--- src/rtl/lcd_fill_sched.sv ---
// rtl/lcd_fill_sched.sv - LCD init and rectangle-fill byte sequencer driving a byte-level SPI transmitter
module lcd_fill_sched #(
    parameter int SLPOUT_WAIT = 12_000_000
) (
    input  logic        clk,
    input  logic        reset,
    input  logic        req,
    input  logic [7:0]  req_x0,
    input  logic [7:0]  req_y0,
    input  logic [7:0]  req_x1,
    input  logic [7:0]  req_y1,
    input  logic [15:0] req_color,
    input  logic        byte_done,
    output logic [7:0]  spi_data,
    output logic        dc,
    output logic        cs,
    output logic        init_done,
    output logic        ready,
    output logic        req_err
);

    localparam int WW = $clog2(SLPOUT_WAIT + 1);

    typedef enum logic [2:0] {
        S_INIT_SLP,
        S_INIT_WAIT,
        S_INIT_CFG,
        S_IDLE,
        S_HDR,
        S_PIX_HI,
        S_PIX_LO
    } state_t;

    state_t         state, state_n;
    logic [3:0]     idx, idx_n;
    logic [WW-1:0]  wait_cnt, wait_n;
    logic [16:0]    pix_cnt, pix_n;
    logic [7:0]     x0_q, y0_q, x1_q, y1_q;
    logic [7:0]     x0_n, y0_n, x1_n, y1_n;
    logic [15:0]    color_q, color_n;
    logic [7:0]     data_n;
    logic           dc_n, cs_n, init_done_n, ready_n, req_err_n;

    logic           bd;
    logic           bad_req;
    logic [8:0]     w_span, h_span;
    logic [16:0]    area;

    // The transmitter only shifts with cs low, so a stray pulse while idle means nothing.
    assign bd      = byte_done & ~cs;
    assign bad_req = (req_x1 < req_x0) | (req_y1 < req_y0);
    assign w_span  = {1'b0, req_x1} - {1'b0, req_x0} + 9'd1;
    assign h_span  = {1'b0, req_y1} - {1'b0, req_y0} + 9'd1;
    assign area    = 17'(w_span) * 17'(h_span);

    function automatic logic [8:0] hdr_byte(input logic [3:0] k, input logic [7:0] xa,
                                            input logic [7:0] xb, input logic [7:0] ya,
                                            input logic [7:0] yb);
        case (k)
            4'd0:    hdr_byte = {1'b0, 8'h2A};
            4'd1:    hdr_byte = {1'b1, 8'h00};
            4'd2:    hdr_byte = {1'b1, xa};
            4'd3:    hdr_byte = {1'b1, 8'h00};
            4'd4:    hdr_byte = {1'b1, xb};
            4'd5:    hdr_byte = {1'b0, 8'h2B};
            4'd6:    hdr_byte = {1'b1, 8'h00};
            4'd7:    hdr_byte = {1'b1, ya};
            4'd8:    hdr_byte = {1'b1, 8'h00};
            4'd9:    hdr_byte = {1'b1, yb};
            4'd10:   hdr_byte = {1'b0, 8'h2C};
            default: hdr_byte = {1'b0, 8'h00};
        endcase
    endfunction

    always_ff @(posedge clk or posedge reset) begin
        if (reset) begin
            state     <= S_INIT_SLP;
            idx       <= '0;
            wait_cnt  <= '0;
            pix_cnt   <= '0;
            x0_q      <= '0;
            y0_q      <= '0;
            x1_q      <= '0;
            y1_q      <= '0;
            color_q   <= '0;
            spi_data  <= '0;
            dc        <= 1'b0;
            cs        <= 1'b1;
            init_done <= 1'b0;
            ready     <= 1'b0;
            req_err   <= 1'b0;
        end else begin
            state     <= state_n;
            idx       <= idx_n;
            wait_cnt  <= wait_n;
            pix_cnt   <= pix_n;
            x0_q      <= x0_n;
            y0_q      <= y0_n;
            x1_q      <= x1_n;
            y1_q      <= y1_n;
            color_q   <= color_n;
            spi_data  <= data_n;
            dc        <= dc_n;
            cs        <= cs_n;
            init_done <= init_done_n;
            ready     <= ready_n;
            req_err   <= req_err_n;
        end
    end

    always_comb begin
        state_n = state;
        case (state)
            S_INIT_SLP:  if (bd) state_n = S_INIT_WAIT;
            S_INIT_WAIT: if (wait_cnt == WW'(1)) state_n = S_INIT_CFG;
            S_INIT_CFG:  if (bd && idx == 4'd2) state_n = S_IDLE;
            S_IDLE:      if (req && !bad_req) state_n = S_HDR;
            S_HDR:       if (bd && idx == 4'd10) state_n = S_PIX_HI;
            S_PIX_HI:    if (bd) state_n = S_PIX_LO;
            S_PIX_LO:    if (bd) state_n = (pix_cnt == 17'd1) ? S_IDLE : S_PIX_HI;
            default:     state_n = S_INIT_SLP;
        endcase
    end

    always_comb begin
        idx_n       = idx;
        wait_n      = wait_cnt;
        pix_n       = pix_cnt;
        x0_n        = x0_q;
        y0_n        = y0_q;
        x1_n        = x1_q;
        y1_n        = y1_q;
        color_n     = color_q;
        data_n      = spi_data;
        dc_n        = dc;
        cs_n        = cs;
        init_done_n = init_done;
        ready_n     = ready;
        req_err_n   = 1'b0;
        case (state)
            S_INIT_SLP: begin
                if (bd) begin
                    cs_n   = 1'b1;
                    wait_n = WW'(SLPOUT_WAIT);
                end else begin
                    cs_n   = 1'b0;
                    data_n = 8'h11;
                    dc_n   = 1'b0;
                end
            end
            S_INIT_WAIT: begin
                if (wait_cnt == WW'(1)) begin
                    cs_n   = 1'b0;
                    data_n = 8'h29;
                    dc_n   = 1'b0;
                    idx_n  = '0;
                end else begin
                    wait_n = wait_cnt - WW'(1);
                end
            end
            S_INIT_CFG: begin
                if (bd) begin
                    if (idx == 4'd2) begin
                        cs_n        = 1'b1;
                        init_done_n = 1'b1;
                        ready_n     = 1'b1;
                    end else begin
                        idx_n  = idx + 4'd1;
                        data_n = (idx == 4'd0) ? 8'h3A : 8'h55;
                        dc_n   = (idx != 4'd0);
                    end
                end
            end
            S_IDLE: begin
                if (req) begin
                    if (bad_req) begin
                        req_err_n = 1'b1;
                    end else begin
                        x0_n    = req_x0;
                        y0_n    = req_y0;
                        x1_n    = req_x1;
                        y1_n    = req_y1;
                        color_n = req_color;
                        pix_n   = area;
                        ready_n = 1'b0;
                        cs_n    = 1'b0;
                        data_n  = 8'h2A;
                        dc_n    = 1'b0;
                        idx_n   = '0;
                    end
                end
            end
            S_HDR: begin
                if (bd) begin
                    if (idx == 4'd10) begin
                        data_n = color_q[15:8];
                        dc_n   = 1'b1;
                    end else begin
                        idx_n          = idx + 4'd1;
                        {dc_n, data_n} = hdr_byte(idx + 4'd1, x0_q, x1_q, y0_q, y1_q);
                    end
                end
            end
            S_PIX_HI: begin
                if (bd) begin
                    data_n = color_q[7:0];
                    dc_n   = 1'b1;
                end
            end
            S_PIX_LO: begin
                if (bd) begin
                    pix_n = pix_cnt - 17'd1;
                    if (pix_cnt == 17'd1) begin
                        cs_n    = 1'b1;
                        ready_n = 1'b1;
                    end else begin
                        data_n = color_q[15:8];
                        dc_n   = 1'b1;
                    end
                end
            end
            default: begin
                cs_n = 1'b1;
            end
        endcase
    end

endmodule

--- config.mk ---
export PLATFORM = sky130hd
export DESIGN_NAME = lcd_fill_sched
export DESIGN_NICKNAME = d
export VERILOG_FILES = /design/src/rtl/lcd_fill_sched.sv
export SDC_FILE = /design/constraint.sdc
export NUM_CORES = 1
export LEC_CHECK = 0
export BUFFER_PORTS_ARGS = -buffer_cell sky130_fd_sc_hd__clkbuf_2
export CORE_MARGIN = 3
export CORE_UTILIZATION = 56
export DETAILED_ROUTE_END_ITERATION = 10
export GPL_ROUTABILITY_DRIVEN = 0
export PLACE_DENSITY = 0.78
export SYNTH_ARGS = -nofsm -noshare
export SYNTH_HDL_FRONTEND = slang
export SYNTH_SLANG_ARGS = --single-unit
--- constraint.sdc ---
create_clock -name clk -period 3.9 [get_ports clk]
set_input_delay 0.78 -clock clk [delete_from_list [all_inputs] [get_ports clk]]
set_output_delay 0.78 -clock clk [all_outputs]
set_load 0.01 [all_outputs]
* After elaboration in Yosys (flattened, before gate mapping)
Index checks and enable logic that the tools add are counted.
** Word-level totals
- Flip-flop bits (word level) :: 109
- Bits of input ports :: 52
- Output and inout port bits :: 13
- Logic and storage cells :: 152
** Operators by class
- $add $sub $neg :: 7
- Multiply operators :: 1
- $lt $le $gt $ge :: 2
- Eq/ne operators :: 38
- Mux-type cells :: 60
- Bitwise operators :: 5
- Reduce and logical (&&, ||, !) cells :: 24
** Operator list (count)
- $mux 8 :: 11
- $pmux 9 s8 :: 1
- $pmux 8 s7 :: 1
- $mux 17 :: 3
- $mux 24 :: 2
- $pmux 24 s2 :: 1
- $ne 2x2->1 const B :: 18
- $pmux 17 s2 :: 1
- $mux 4 :: 7
- $eq 24x1->1 const B :: 1
- $mux 3 :: 8
- $sub 24x1->24 const B :: 1
- $pmux 3 s7 :: 1
- $mux 1 :: 19
- $add 9x1->9 const B :: 2
- $sub 8x8->9 :: 2
- $eq 17x1->1 const B :: 1
- $mul 9x9->17 :: 1
- $sub 17x1->17 const B :: 1
- $eq 4x3->1 const B :: 4
- $eq 4x4->1 const B :: 4
- $lt 8x8->1 :: 2
- $pmux 4 s4 :: 1
- $reduce_and 8->1 :: 2
- other kinds (27) :: 42

* Logic depth before layout (Yosys ltp)
- Word-level depth :: 7
- Depth in mapped cells :: 28
- Gate-level depth less buffers :: 28

* Worst setup path before layout
OpenSTA, ideal clock, no wires.
- Kind :: in2reg
- Start :: in req_y0[1]
- End :: reg pix_cnt[15]
- Setup time :: 135 ps
- Arrival :: 6514 ps
- Data required time :: 3765 ps
- Slack :: -2750 ps
- Stages on the path :: 27
- Path buffers :: 0
- Path through :: inv_1 -> ha_1 -> inv_1 -> ha_1 -> fa_1 -> nor2b_1 -> o21ai_0 -> nand2b_1 -> a21o_1 -> a21o_1 -> xor2_1 -> nand2_1 -> fa_1 -> fa_1 -> inv_1 -> fa_1 -> inv_1 -> fa_1 -> inv_1 -> ha_1 -> and3_1 -> a221o_1 -> o221ai_1 -> o21bai_1 -> a21oi_1 -> xor2_1 -> o21ai_0
** On the way
- Longest elaborated chain between the ends :: 6
- Elaborated cells between the ends (all ways) :: 10
- Those cells by class :: add/sub (2); mul (1); order compare (1); eq/ne (1); mux (3); bitwise (1); reduce/logical (1)
** RTL lines
- from (decl) :: line 9 : input logic [7:0] req_y0,
- $sub 8x8->9 :: line 53 : assign h_span = {1'b0, req_y1} - {1'b0, req_y0} + 9'd1;
- $add 9x1->9 :: line 53
- $mul 9x9->17 :: line 54 : assign area = 17'(w_span) * 17'(h_span);
- $mux 17 :: line 176 : if (bad_req) begin
- $mux 17 :: line 175 : if (req) begin
- $pmux 17 s2 :: line 140 : case (state)
- to (signal assigned) :: line 96 : pix_cnt <= pix_n;
- to (decl) :: line 37 : logic [16:0] pix_cnt, pix_n;
Parallel ways exist; a longest one is shown, timed or not. The select of a mux whose other input is x is not followed.
A chain may end at the register's enable or synchronous reset.

* Worst setup path after layout
- Start :: in req_y0[1]
- End :: reg pix_cnt[16]
The elaborated chain is that of the path after synthesis.

==> summary.txt <==
Die
  • Die Span X: ~140 µm
  • Die Y: ~140 µm
  • CORE AREA: around 16000 µm²
  • Die area: approximately 18000 µm²
  • I/O Pins: 65
  • Initial Utilization: 0.584
  • Cell Rows: 46

Drt
  • DR WL met3: roughly 1800 µm
  • Routed length per instance: between 15 and 20 µm
  • Pre-antenna DRT Iters: 5
  • Routed WL: approximately 27000 µm
  • Routed wl met2: about 13000 µm
  • Vias: roughly 9000
  • Metal-1 WL: 11300 µm
  • Vias per cell: 5.94
  • Initial DRC count: 936
  • Antenna viol nets, final: 0
  • Top Layer Used: met4
  • DRC: 0

Timing
  • Setup ws final: -2.15 ns
  • Unrepaired setup endpoints after global routing: yes
  • Clock Skew: 0.00947 ns
  • Max Clk Rate: roughly 170 MHz
  • Hold slack: around 0.48 ns
  • Fin. Hold Viols: 0
  • Endpoints failing setup: 13
  • Final worst path period need: 6.05 ns
  • Fin Setup TNS: -21.59 ns
  • Final Max Tran Viols: 0
  • Least-Margin Pin Slew: between 0.6 and 0.7 ns
  • Final worst-path cycle share: 1.55
  • Slew margin rel.: 0.533

Hold path
  • Hold Path Class: reg -> reg
  • Hold path cells: 2
  • WHS Endpoint: color_q[10]
  • Min-delay src: color_q[10]

Synthesis
  • Top-area cell type share of the netlist area: 0.286
  • Main synth FF type: dfrtp_1
  • Yosys warning count: 0
  • Netlist cell types: 65
  • Syn nets: between 1000 and 1500
  • Area contributors post-synth: dfrtp_1, fa_1, ha_1
  • #FFs+latches synth: 109
  • Register area share after synthesis: 0.289
  • Async SR Flop Fraction: 1.00
  • Count leader, synth: nand2_1
  • Post-synth EDFFs: 0
  • Largest area contributor in the netlist: dfrtp_1
  • Commonest cells post-synth: nand2_1, inv_1, dfrtp_1, nor2_1, o21ai_0
  • Average size of a mapped cell: a little over 8 µm²
  • Mapped cell area: around 9400 µm²
  • Cells after Synth: approximately 1100

Run status
  • Failing checks: negative setup slack
  • Outcome: finished with violations

Critical path
  • Worst endpoint data arrival time: around 6.3 ns
  • Startpoint types: input pin
  • R2R Setup Slk: ~0.41 ns
  • Largest fanout on the critical path: 5
  • Crit-path slowest cell: fa_1
  • Cells on worst reg2reg path: 7
  • WS Path Type: in -> reg
  • Most frequent CP cell: fa_1
  • R2R Path Start: pix_cnt[8]
  • CP peak stage delay: about 0.52 ns
  • Req. time, crit path: 4.16 ns
  • R2R Path End: spi_data[1]
  • Critical Path End Type: flip-flop

Clock network
  • Num CTS Buffers: 9
  • CTS max path bufs: 2
  • CTS Sinks: ~110
  • Max H-tree Level: 3
  • CTS tree: done
  • Skew-Pair Late Insertion Delay: between 0.3 and 0.4 ns
  • Hold buffers post-CTS: 0
  • Reg clk slew, reported paths: 0.07 ns
  • Clock root buffer: clkbuf_16

Placed design
  • Placed cell area: around 11000 µm²
  • Cells after DPL: 1519
  • Port bufs: 64
  • DP Wirelength: ~19000 µm

Global routing
  • GRT Total Usage: 0.294
  • Antenna violations before repair: 0
  • Pin count of the biggest net entering global routing: 73
  • Vias in the first global route: 8862
  • First-pass GRT wire length: 43300 µm
  • Total global routing overflow: 0

Finish
  • Share of cells above drive strength 1: 0.276
  • Nets: between 1500 and 2000
  • Final Non-Filler Cells: around 1600
  • Final Cell Area: around 12000 µm²
  • Area Growth Syn to Fin: 29.5%
  • ANT cells: 0

Job
  • Max-cap viol count: 0
through the flow:
stage | util | setup WS (ns)
6_report | 0.756 | -2.15
5_1_grt | 0.756 | -2.42
4_1_cts | 0.739 | -2.14
3_5_place_dp | 0.694 | -2.55
3_3_place_gp | 0.694 | -2.40
2_1_floorplan | - | -2.16
layer usage:
metal / track usage / vias to the layer above
met3: 0.0359 / 95
met1: 0.399 / 4508
met2: 0.483 / 425
met5: 0 / -
li1: - / 4203
met4: 0.115 / 0
what timing repair did:
action	in CTS	in global routing
gates resized for setup	54	50
pin swaps	71	58
buffers inserted	16	6
endpoints found under the hold margin	0	0
endpoints found under the setup margin	13	14
final cells by class:
cell class	count	area, µm²
multi-input cells	854	6730
clock buffers	10	239
repair buffers	226	1620
fillers	1074	3950
flip-flops and latches	109	2730
inverters	134	526
well taps	216	270
clock inverters	6	109
how the worst max path moves through the flow:
| stage | start | to | slack [ns] | cells past startpoint |
|---|---|---|---|---|
| floorplan | req_y0[1] | pix_cnt[15] | -2.16 | 27 |
| global placement | req_y0[1] | pix_cnt[15] | -2.40 | 28 |
| detailed placement | req_y0[1] | pix_cnt[15] | -2.55 | 28 |
| CTS | req_y0[1] | pix_cnt[15] | -2.14 | 28 |
| global route | req_y0[1] | pix_cnt[15] | -2.42 | 28 |
| finish | req_y0[1] | pix_cnt[16] | -2.15 | 29 |
registers in the layout, indices dropped and copies added (netlist names), 4 cells and up:
| register | cells |
|---|---|
| color_q | 16 |
| x0_q | 8 |
| y0_q | 8 |
| wait_cnt | 24 |
| spi_data | 8 |
| y1_q | 8 |
| x1_q | 8 |
| pix_cnt | 17 |
| idx | 4 |
layout by cell type, fill, tap and decap left out, drive strengths merged, types with 8 or more instances in the layout:
master / instances
nand3: 23
and3: 8
and2: 10
or4: 8
nand2b: 15
nand2: 191
a21oi: 53
fa: 57
ha: 79
o21ai: 92
nor3: 29
xnor2: 36
dfrtp: 108
nor4: 9
inv: 133
buf: 162
clkbuf: 74
or3: 10
o211ai: 9
nor2b: 8
xor2: 16
nor2: 90
critical path, delay by kind of cell:
kind	cells	cell delay, ns
AND/OR/NAND/NOR	5	0.49
AO/OA/AOI/OAI	7	1.22
adder cells (fa/ha/maj)	8	3.03
buffers and inverters	7	0.51
XOR/XNOR	2	0.27
cells by family (layout without fill, tap and decap cells):
family / Yosys count / after routing / synth area share
AND/OR/NAND/NOR: 424 / 424 / 0.204
flip-flops: 109 / 109 / 0.289
adder cells (fa/ha/maj): 136 / 136 / 0.226
buffers and inverters: 177 / 376 / 0.0708
AO/OA/AOI/OAI: 236 / 236 / 0.155
multiplexers: 6 / 6 / 0.00689
XOR/XNOR: 52 / 52 / 0.0483
Power is not shown: default switching activity piles up to over one toggle a cycle in this logic, so the estimate is an artifact.
